## src/rtl/timer_bank_if.sv

```systemverilog
// Run-request, load-register write and expiry/busy signals of the three-channel timer bank.
// The bank is the slave; whoever drives starts and configuration writes is the master.
interface timer_bank_if;
    logic        t0_start_in;
    logic        t1_start_in;
    logic        t2_start_in;
    logic        cfg_we_in;
    logic [1:0]  cfg_sel_in;
    logic [15:0] cfg_data_in;
    logic        t0_int_out;
    logic        t1_int_out;
    logic        t2_int_out;
    logic [2:0]  busy_out;

    modport master (
        output t0_start_in, t1_start_in, t2_start_in,
        output cfg_we_in, cfg_sel_in, cfg_data_in,
        input  t0_int_out, t1_int_out, t2_int_out,
        input  busy_out
    );

    modport slave (
        input  t0_start_in, t1_start_in, t2_start_in,
        input  cfg_we_in, cfg_sel_in, cfg_data_in,
        output t0_int_out, t1_int_out, t2_int_out,
        output busy_out
    );
endinterface

```

## src/rtl/timer_bank.sv

```systemverilog
// Three independent prescaled down-counting timers.
// Each channel emits a one-cycle registered pulse (load+1)*PRESCALE cycles after its start is seen.
module timer_bank #(
    parameter int unsigned PRESCALE = 50000,
    parameter logic [15:0] T0_LOAD  = 16'd10,
    parameter logic [15:0] T1_LOAD  = 16'd10,
    parameter logic [15:0] T2_LOAD  = 16'd100
) (
    input  logic        clock_in,
    input  logic        reset_in,
    timer_bank_if.slave bus
);

    typedef enum logic [1:0] {
        IDLE = 2'b00,
        RUN  = 2'b01,
        DONE = 2'b10
    } state_t;

    localparam logic [15:0] PRE_LAST = 16'(PRESCALE - 1);

    logic [2:0] start_vec;
    logic [2:0] int_vec;
    logic [2:0] busy_vec;

    assign start_vec      = {bus.t2_start_in, bus.t1_start_in, bus.t0_start_in};
    assign bus.t0_int_out = int_vec[0];
    assign bus.t1_int_out = int_vec[1];
    assign bus.t2_int_out = int_vec[2];
    assign bus.busy_out   = busy_vec;

    for (genvar g = 0; g < 3; g++) begin : g_chan
        localparam logic [15:0] LOAD_INIT = (g == 0) ? T0_LOAD : ((g == 1) ? T1_LOAD : T2_LOAD);

        logic [15:0] load_q;
        logic [15:0] count_q;
        logic [15:0] count_next;
        logic [15:0] pre_q;
        logic [15:0] pre_next;
        state_t      state_q;
        state_t      state_next;
        logic        int_q;
        logic        int_next;
        logic        tick;

        assign tick = (pre_q == PRE_LAST);

        always_ff @(posedge clock_in) begin
            if (reset_in) begin
                load_q <= LOAD_INIT;
            end else if (bus.cfg_we_in && (bus.cfg_sel_in == 2'(g))) begin
                load_q <= bus.cfg_data_in;
            end
        end

        always_ff @(posedge clock_in) begin
            if (reset_in) begin
                state_q <= IDLE;
                count_q <= 16'd0;
                pre_q   <= 16'd0;
                int_q   <= 1'b0;
            end else begin
                state_q <= state_next;
                count_q <= count_next;
                pre_q   <= pre_next;
                int_q   <= int_next;
            end
        end

        // Dropping start always wins, so an abort on the expiry tick yields no pulse.
        always_comb begin
            state_next = state_q;
            count_next = count_q;
            pre_next   = pre_q;
            int_next   = 1'b0;
            case (state_q)
                IDLE: begin
                    if (start_vec[g]) begin
                        count_next = load_q;
                        pre_next   = 16'd0;
                        state_next = RUN;
                    end
                end
                RUN: begin
                    if (!start_vec[g]) begin
                        state_next = IDLE;
                    end else if (tick) begin
                        pre_next = 16'd0;
                        if (count_q != 16'd0) begin
                            count_next = count_q - 16'd1;
                        end else begin
                            state_next = DONE;
                            int_next   = 1'b1;
                        end
                    end else begin
                        pre_next = pre_q + 16'd1;
                    end
                end
                DONE: begin
                    if (!start_vec[g]) begin
                        state_next = IDLE;
                    end
                end
                default: begin
                    state_next = IDLE;
                end
            endcase
        end

        assign int_vec[g]  = int_q;
        assign busy_vec[g] = (state_q == RUN);
    end

endmodule
```

## src/flat_wrapper.sv

```systemverilog
// flat-port wrapper written by rule: the top's interface ports become plain ports
module timer_bank_flat 
#(
    parameter int unsigned PRESCALE = 50000,
    parameter logic [15:0] T0_LOAD  = 16'd10,
    parameter logic [15:0] T1_LOAD  = 16'd10,
    parameter logic [15:0] T2_LOAD  = 16'd100
)
  (clock_in, reset_in, bus_t0_start_in, bus_t1_start_in, bus_t2_start_in, bus_cfg_we_in, bus_cfg_sel_in, bus_cfg_data_in, bus_t0_int_out, bus_t1_int_out, bus_t2_int_out, bus_busy_out);
  timer_bank_if bus_i ();
  input  logic clock_in;
  input  logic reset_in;
  input wire logic [$bits(bus_i.t0_start_in)-1:0] bus_t0_start_in;
  input wire logic [$bits(bus_i.t1_start_in)-1:0] bus_t1_start_in;
  input wire logic [$bits(bus_i.t2_start_in)-1:0] bus_t2_start_in;
  input wire logic [$bits(bus_i.cfg_we_in)-1:0] bus_cfg_we_in;
  input wire logic [$bits(bus_i.cfg_sel_in)-1:0] bus_cfg_sel_in;
  input wire logic [$bits(bus_i.cfg_data_in)-1:0] bus_cfg_data_in;
  output wire logic [$bits(bus_i.t0_int_out)-1:0] bus_t0_int_out;
  output wire logic [$bits(bus_i.t1_int_out)-1:0] bus_t1_int_out;
  output wire logic [$bits(bus_i.t2_int_out)-1:0] bus_t2_int_out;
  output wire logic [$bits(bus_i.busy_out)-1:0] bus_busy_out;
  assign bus_i.t0_start_in = bus_t0_start_in;
  assign bus_i.t1_start_in = bus_t1_start_in;
  assign bus_i.t2_start_in = bus_t2_start_in;
  assign bus_i.cfg_we_in = bus_cfg_we_in;
  assign bus_i.cfg_sel_in = bus_cfg_sel_in;
  assign bus_i.cfg_data_in = bus_cfg_data_in;
  assign bus_t0_int_out = bus_i.t0_int_out;
  assign bus_t1_int_out = bus_i.t1_int_out;
  assign bus_t2_int_out = bus_i.t2_int_out;
  assign bus_busy_out = bus_i.busy_out;
  timer_bank #(.PRESCALE(PRESCALE), .T0_LOAD(T0_LOAD), .T1_LOAD(T1_LOAD), .T2_LOAD(T2_LOAD)) u_core (.clock_in(clock_in), .reset_in(reset_in), .bus(bus_i));
endmodule
```

## config.mk

```make
export PLATFORM = sky130hd
export DESIGN_NAME = timer_bank_flat
export DESIGN_NICKNAME = d
export VERILOG_FILES = /design/src/rtl/timer_bank_if.sv /design/src/rtl/timer_bank.sv /design/src/flat_wrapper.sv
export SDC_FILE = /design/constraint.sdc
export NUM_CORES = 1
export LEC_CHECK = 0
export BUFFER_PORTS_ARGS = -buffer_cell sky130_fd_sc_hd__buf_2
export CELL_PAD_IN_SITES_DETAIL_PLACEMENT = 1
export CELL_PAD_IN_SITES_GLOBAL_PLACEMENT = 2
export CORE_MARGIN = 5
export CORE_UTILIZATION = 34
export CTS_BUF_LIST = sky130_fd_sc_hd__clkbuf_16
export CTS_CLUSTER_SIZE = 14
export DETAILED_ROUTE_END_ITERATION = 6
export GPL_ROUTABILITY_DRIVEN = 0
export PLACE_DENSITY_LB_ADDON = 0.1
export REMOVE_ABC_BUFFERS = 1
export SETUP_SLACK_MARGIN = 0.1
export SLEW_MARGIN = 10
export SYNTH_ARGS = -nofsm -noshare
export SYNTH_HDL_FRONTEND = slang
export SYNTH_SLANG_ARGS = --single-unit
export TNS_END_PERCENT = 10
```

## constraint.sdc

```tcl
create_clock -name clock_in -period 2.1 [get_ports clock_in]
set_input_delay 0.42 -clock clock_in [delete_from_list [all_inputs] [get_ports clock_in]]
set_output_delay 0.42 -clock clock_in [all_outputs]
set_load 0.005 [all_outputs]
```

======== Word-level counts from Yosys, hierarchy flattened ========
Cells that the tools add are included.
Widths: inputs -> output; s select.
word-level totals
  register bits ........................... 153
  bits of input ports ..................... 24
  output and inout bits ................... 6
  word-level logic and storage cells ...... 135
operators by class
  add/subtract/negate cells ............... 6
  equality and inequality tests ........... 32
  mux-type cells .......................... 48
  bitwise logic cells ..................... 9
  reductions and logical operators ........ 25
operators by type and width
  kind                   number
  $mux 16                21
  $pmux 16 s2            6
  $add 16x1->16 const B  3
  $eq 16x16->1 const B   3
  $reduce_bool 16->1     3
  $sub 16x1->16 const B  3
  $mux 2                 15
  $ne 2x2->1 const B     9
  $pmux 2 s3             3
  $reduce_and 5->1       3
  $ne 2x1->1 const B     6
  $reduce_and 4->1       3
  $reduce_or 4->1        3
  $ne 3x2->1 const B     3
  $ne 3x3->1 const B     3
  $not 1->1              9
  $reduce_and 3->1       3
  $eq 2x1->1 const B     4
  $eq 2x2->1 const B     4
  $logic_not 2->1        4
  $reduce_bool 2->1      3
  $logic_and 1x1->1      3
  $mux 1                 3

======== Logic depth before layout (Yosys ltp) ========
Gate-level depths: netlist of the first run.
  depth in word-level cells ............... 5
  gate-level depth with buffers ........... 10
  depth with buffers taken out ............ 7

======== Least setup slack after synthesis of the first run ========
Ideal clock, no wire load.
  path kind ............................... register -> register
  start ................................... register u_core.g_chan[1].pre_q[10]
  end ..................................... register u_core.g_chan[1].count_q[8]
  library setup time ...................... 138 ps
  data arrival time ....................... 2093 ps
  data required time ...................... 1962 ps
  slack ................................... -131 ps
  cell stages (with the launch flop) ...... 8
  buffers on the path ..................... 2
  period minus slack after synthesis ...... 2231 ps
  cells stage by stage .................... dfxtp_1 -> or4_4 -> o41a_4 -> a211o_1 -> buf_6 -> buf_6 -> a21oi_1 -> o32ai_2
on the way
  cells in the longest elaborated chain, start to end .. 3
RTL lines
  item                        line              text
  start, declared             timer_bank.sv:38  logic [15:0] pre_q;
  start signal, assigned      timer_bank.sv:65  pre_q <= pre_next;
  $eq 16x16->1                timer_bank.sv:46  assign tick = (pre_q == PRE_LAST);
  $ne 2x1->1 (no line)        --
  $reduce_and 5->1 (no line)  --
  end signal, assigned        timer_bank.sv:64  count_q <= count_next;
  end, declared               timer_bank.sv:36  logic [15:0] count_q;
No other way between the ends.
A chain may end at the register's enable or synchronous reset.

======== Worst setup path in the final report of the first run ========
  start ................................... register u_core.g_chan[0].count_q[1]
  end ..................................... register u_core.g_chan[0].count_q[5]
on the way
  cells in the longest elaborated chain, start to end .. 5
  elaborated cells on any way between the ends .. 8
  classes of those cells .................. 1 x add/sub; 1 x eq/ne; 4 x mux; 2 x reduce/logical
RTL lines
  item                    line              text
  start, declared         timer_bank.sv:36
  start signal, assigned  timer_bank.sv:64
  $sub 16x1->16           timer_bank.sv:90  count_next = count_q - 16'd1;
  $mux 16                 timer_bank.sv:89  if (count_q != 16'd0) begin
  $mux 16                 timer_bank.sv:87  end else if (tick) begin
  $mux 16                 timer_bank.sv:85  if (!start_vec[g]) begin
  $pmux 16 s2             timer_bank.sv:76  case (state_q)
Several ways; a longest one is shown, not always the timed one. The select of a mux whose other input is x is not followed.

==> results of run 1 <==
==> state kept, by name, summed over array words and instances (netlist names) <==
name                   flops
u_core.bus.t0_int_out      1
u_core.bus.t1_int_out      1
u_core.bus.t2_int_out      1
u_core.g_chan.count_q     48
u_core.g_chan.load_q      48
u_core.g_chan.pre_q       48
u_core.g_chan.state_q      6
==> cells in the mapped netlist, drive strengths merged (15+ instances only) <==
master,instances,area share
nand2,161,0.080
dfxtp,153,0.41
a21oi,109,0.073
nor2,79,0.039
clkbuf,49,0.024
o21ai,39,0.026
nor3,37,0.026
nand3,29,0.019
xor2,19,0.022
nor4,18,0.018
o211ai,16,0.016
inv,15,0.0075
==> area by class of cell <==
cell class | count | area share
multi-input cells | 719 | 0.452
flip-flops and latches | 153 | 0.322
repair buffers | 148 | 0.125
clock buffers | 17 | 0.0445
well taps | 280 | 0.0366
clock inverters | 12 | 0.0143
inverters | 16 | 0.00628
==> power by group <==
part           leakage (nW)  total (mW)  internal, mW  switching [mW]
combinational          2.04        1.39         0.608           0.786
sequential             1.25        3.08          3.00          0.0817
clock                 0.286        3.07          1.83            1.24
==> worst reg2reg max path, stage by stage (launching register included) <==
cell	delay, ns
dfxtp_2	0.32
inv_2	0.07
ha_4	0.13
or3b_4	0.37
or4_4	0.55
o221ai_4	0.22
buf_6	0.15
buf_12	0.11
nor3_2	0.04
a31o_1	0.19
==> routing by layer <==
layer,part of all wire,vias to the layer above
met1,0.46,3666
met3,0.030,28
met2,0.50,110
met5,0,-
met4,0.017,0
li1,-,3635
==> timing repair <==
action / 4_1_cts / 5_1_grt
endpoints found under the setup margin: 96 / 91
cloned: 2 / 1
pin swaps: 24 / 19
gates resized for setup: 40 / 35
buffers inserted: 5 / 1
==> worst paths after layout <==
check,depth (start not counted),to,slack (ns),startpoint
worst max register to register,9,u_core.g_chan[0].count_q[5],-0.16,u_core.g_chan[0].count_q[1]
worst min-delay path,2,u_core.g_chan[2].state_q[1],0.28,bus_t2_start_in
worst max-delay path,9,u_core.g_chan[0].count_q[5],-0.16,u_core.g_chan[0].count_q[1]
worst min register to register,2,u_core.g_chan[0].load_q[9],0.45,u_core.g_chan[0].load_q[9]
==> cells in the final DEF, fill, tap and decap left out, drive strengths merged, types with 14 or more instances in the layout <==
master and n:
nand2 161, dfxtp 153, buf 147, a21oi 109, nor2 79, o21ai 39
nor3 37, nand3 29, xor2 19, clkbuf 18, nor4 18, o211ai 16
inv 16, and3 14
==> per-stage QoR <==
stage          cells  hold WS, ns  power (mW)
2_1_floorplan    888        0.426        3.76
3_3_place_gp    1307        0.442        4.31
3_5_place_dp    1307        0.451        4.35
4_1_cts         1343        0.258        7.54
5_1_grt         1345        0.277        7.86
6_report        1345        0.277        7.54
==> cell families (layout without fill, tap and decap cells) <==
| logic type | Yosys count | in the layout | synth area share |
|---|---|---|---|
| flip-flops | 153 | 153 | 0.407 |
| XOR/XNOR | 25 | 25 | 0.0291 |
| AND/OR/NAND/NOR | 430 | 430 | 0.284 |
| AO/OA/AOI/OAI | 249 | 249 | 0.214 |
| buffers and inverters | 77 | 193 | 0.0434 |
| multiplexers | 9 | 9 | 0.0120 |
| adder cells (fa/ha/maj) | 6 | 6 | 0.00998 |
==> metrics.csv, run 1 <==
metric;value;unit
full die area;25200;um2
critical path's largest stage delay;0.55;ns
ys async rst share;0;
post-synth cell types;73;
startpoint type of the worst setup path;flop;
cts hold-fix bufs;0;
clock input transition at the sequential cells of the worst setup and hold paths;0.06;ns
worst slew pin tran;0.665;ns
DPL Wire Length;17.4;mm
Num CTS Buffers;17;
Fin. Hold Viols;0;
cell breakdown of the critical path;inv_2 -> ha_4 -> or3b_4 -> or4_4 -> o221ai_4 -> buf_6 -> buf_12 -> nor3_2 -> a31o_1;
WS Path Type;flop to flop;
achievable frequency;0.442;GHz
Final TNS setup;-2.82;ns
final worst-path cycle share;1.08;
Relative slew margins;0.555;
TritonCTS clock tree;built;
pre-CTS worst setup slack;-0.208;ns
total gr overflow;0;
Placed Area;8650;um2
row count;54;
I/O pins;30;
CP Max Fanout;7;
most used flip-flop cell after synthesis;dfxtp_1;
Synth Cell Area;7520;um2
LEAKAGE;3.57;nW
Synth Register Bits;153;
CP top delay family;simple AND/OR/NAND/NOR gates;
CTS max path bufs;2;
sequential-to-total area share from yosys stat;0.407;
diode count;0;
total core area;21800;um2
max_cap viols;0;
fillcell total;2625;
fraction of layout instances using a drive strength above 1;0.223;
PortBufs;29;
ANT nets after route;0;
Hold Path Class;input port to flop;
Nets;1085;
DRT Wirelength;24.9;mm
busiest grt layer;met2;
RSZ-0062 raised after global routing;true;
DR vias;7439;
all-layer global routing usage;0.193;
Vias/cell;5.53;
run status;finished, violations left;
Yosys warning count;0;
slowest CP cell;or4_4;
final setup margin;-0.161;ns
first-pass GRT wire length;41.1;mm
GR Util met2;0.331;
vias in the first global route;8131;
initial antenna violation count;0;
root buf cell;clkbuf_16;
met3 Use GR;0.0363;
worst vdd ir;0.470;mV
H-tree depth;4;
synthesis-to-finish area growth;27.1;%
die width;159;um
drt first pass iters;4;
worst clock skew;0.0200;ns
Tmin final;2.26;ns
Final Setup Violations;31;
critical path arrival;2.58;ns
largest net degree at the start of global routing;49;
Storage cell area;3080;um2
chip height;159;um
EDFF count, synth;0;
Cell Pwr Density;788;nW/um2
Initial Util;0.345;
Critical Path End Type;flop;
design area;9570;um2
syn_area_per_cell;7.93;um2
Clk Latency, worst-skew pair;0.43;ns
initial DRC count;332;
DRC;0;
Multi-input gate area;4320;um2
max-slew violation count;0;
post-synthesis cell count;949;
failing checks;setup timing;
final core occ;0.438;
CTS Sinks;153;
WL/cell;18.5;um
Worst EP required;2.42;ns
met1 GRT Util;0.245;
CP bufs+invs;3;
(Power assumes the default switching activity.)
==> inputs of run 2 (changes only) <==
--- a/config.mk
+++ b/config.mk
@@ -11,10 +11,11 @@
 export CORE_MARGIN = 5
 export CORE_UTILIZATION = 34
 export CTS_BUF_LIST = sky130_fd_sc_hd__clkbuf_16
+export CTS_CLUSTER_DIAMETER = 80
 export CTS_CLUSTER_SIZE = 14
 export DETAILED_ROUTE_END_ITERATION = 6
 export GPL_ROUTABILITY_DRIVEN = 0
-export PLACE_DENSITY_LB_ADDON = 0.1
+export PLACE_DENSITY = 0.77
 export REMOVE_ABC_BUFFERS = 1
 export SETUP_SLACK_MARGIN = 0.1
 export SLEW_MARGIN = 10
==> metrics.csv, run 2 (same netlist as run 1, synthesis figures left out) <==
metric;value;unit;change
run status;finished, violations left;;
failing checks;setup timing;;
final worst-path cycle share;1.05;;-0.0311
Final Setup Violations;29;;-6.5%
total gr overflow;0;;unchanged
startpoint type of the worst setup path;flop;;
worst slew pin tran;0.568;ns;-0.0972 ns
largest net degree at the start of global routing;51;;+4.1%
worst hold path depth;3;;+1
max-slew violation count;0;;unchanged
hold path start;bus_cfg_data_in[4];;
final setup margin;-0.0957;ns;+0.0654 ns
DPL Wire Length;16.7;mm;-3.7%
LEAKAGE;3.57;nW;about the same
chip height;159;um;unchanged
WL/cell;17.7;um;-4.5%
Critical Path End Type;flop;;
metal1 wirelength;11.9;mm;+5.1%
TritonCTS clock tree;built;;
full die area;25200;um2;unchanged
fraction of layout instances using a drive strength above 1;0.238;;+0.0156
die width;159;um;unchanged
fillcell total;2607;;-0.69%
total core area;21800;um2;unchanged
Hold Path Class;input port to flop;;
slowest CP cell;or4_4;;
DRC;0;;unchanged
final core occ;0.441;;+0.00246
vias in the first global route;7429;;-8.6%
critical path's largest stage delay;0.54;ns;about the same
FF-to-FF Start;u_core.g_chan[1].pre_q[10];;
initial DRC count;380;;+14%
Initial Util;0.345;;unchanged
synthesis-to-finish area growth;27.9;%;
cts hold-fix bufs;0;;unchanged
CTS Sinks;153;;unchanged
critical path arrival;2.51;ns;-0.07 ns
DRT Wirelength;24.0;mm;-3.8%
root buf cell;clkbuf_16;;
Num CTS Buffers;17;;unchanged
Reg2Reg Capture Point;u_core.g_chan[1].count_q[7];;
Largest regs;u_core.g_chan.count_q (48), u_core.g_chan.load_q (48), u_core.g_chan.pre_q (48);;
DR vias;7318;;-1.6%
uppermost routed layer;met4;;
Nets;1092;;+0.65%
met3 wire length;564;um;-24%
first-pass GRT wire length;39.5;mm;-3.8%
worst clock skew;0.0129;ns;-0.00715 ns
initial antenna violation count;0;;unchanged
WS Path Type;flop to flop;;
ANT nets after route;0;;unchanged
drt first pass iters;4;;unchanged
Min Hold Slack;0.245;ns;-0.0326 ns
RSZ-0062 raised after global routing;true;;
Tmin final;2.20;ns;-0.0654 ns
cell breakdown of the critical path;or4_4 -> o41a_4 -> a211o_1 -> buf_12 -> o211ai_1 -> o31ai_1;;
Fin. Hold Viols;0;;unchanged
Cell Pwr Density;799;nW/um2;+1.4%
achievable frequency;0.455;GHz;+3.0%
CTS max path bufs;2;;unchanged
clock input transition at the sequential cells of the worst setup and hold paths;0.08;ns;+0.02 ns
worst vdd ir;0.601;mV;+28%
Worst EP required;2.41;ns;about the same
Clk Latency, worst-skew pair;0.44;ns;about the same
H-tree depth;4;;unchanged
row count;54;;unchanged
CP Max Fanout;19;;+12
WL met2;11.2;mm;-9.5%
reg2reg setup slack;-0.1;ns;+0.07 ns
all-layer global routing usage;0.188;;-0.00518
diode count;0;;unchanged
Relative slew margins;0.618;;+0.0632
Hold EP;u_core.g_chan[2].load_q[4];;
most common cell after layout, fill and taps aside;nand2_1;;
most frequent cells in the layout;nand2_1, dfxtp_1, buf_4;;
PortBufs;29;;unchanged
Vias/cell;5.40;;-2.4%
I/O pins;30;;unchanged
Register-to-Register Path Depth;6;;-3
max_cap viols;0;;unchanged
run 2: changes by cell type in the layout (fill, tap and decap cells not counted), moves of 3 or more:
cell      previous run  this run
buf_4              102       116
a21oi_2              4        10
inv_6                0         6
a21oi_1            104        99
clkinv_2             6         2
buf_6               10         7
run 2: layer usage:
metal  up-vias  track usage
li1       3673            -
met4         0       0.0493
met1      3540        0.261
met2        86        0.306
met5         -            0
met3        19       0.0288
run 2: final cells by class:
type / instances / area [um2] / share of cell area
Inverter: 16 / 60.1 / 0.00624
Tap cell: 280 / 350 / 0.0364
Timing Repair Buffer: 155 / 1170 / 0.122
Sequential cell: 153 / 3070 / 0.319
Clock buffer: 17 / 425 / 0.0442
Multi-Input combinational cell: 719 / 4360 / 0.453
Clock inverter: 15 / 188 / 0.0195
run 2: worst max-delay path by stage:
stage	startpoint	endpoint	slack, ns	depth (start not counted)
2_1_floorplan	u_core.g_chan[2].state_q[1]	u_core.g_chan[2].count_q[15]	-0.54	5
6_report	u_core.g_chan[1].pre_q[10]	u_core.g_chan[1].count_q[7]	-0.1	6
5_1_grt	u_core.g_chan[1].pre_q[10]	u_core.g_chan[1].count_q[9]	-0.18	6
3_3_place_gp	u_core.g_chan[0].count_q[0]	u_core.g_chan[0].count_q[9]	-0.1	8
3_5_place_dp	u_core.g_chan[0].count_q[0]	u_core.g_chan[0].count_q[6]	-0.18	8
4_1_cts	u_core.g_chan[1].pre_q[10]	u_core.g_chan[1].count_q[7]	-0.12	6
run 2: what timing repair did:
action                                  4_1_cts  5_1_grt
pin swaps                                    19       14
endpoints found under the setup margin       76       76
gates resized for setup                      47       29
setup buffers                                 3        1
run 2: worst max-delay path: cells and delay by family (launching register included):
| kind | cells | cell delay (ns) |
|---|---|---|
| buffers and inverters | 1 | 0.17 |
| AND/OR/NAND/NOR | 1 | 0.54 |
| AO/OA/AOI/OAI | 4 | 1.06 |
| flip-flops | 1 | 0.31 |
run 2: report_power, final:
group / internal (mW) / switching [mW]
registers: 3.00 / 0.0782
logic: 0.587 / 0.758
clock network: 1.90 / 1.37
total: 5.48 / 2.21
run 2: metrics by stage:
step                cells  TNS (ns)  cell area (um2)  setup slack (ns)  total power [mW]
floorplan             888    -37.05             7260            -0.539              3.76
global placement     1319     -1.35             8730           -0.0992              4.35
detailed placement   1319     -4.65             8730            -0.180              4.36
CTS                  1354     -2.01             9520            -0.117              7.72
global route         1355     -5.04             9620            -0.183              8.05
finish               1355     -1.55             9620           -0.0957              7.69
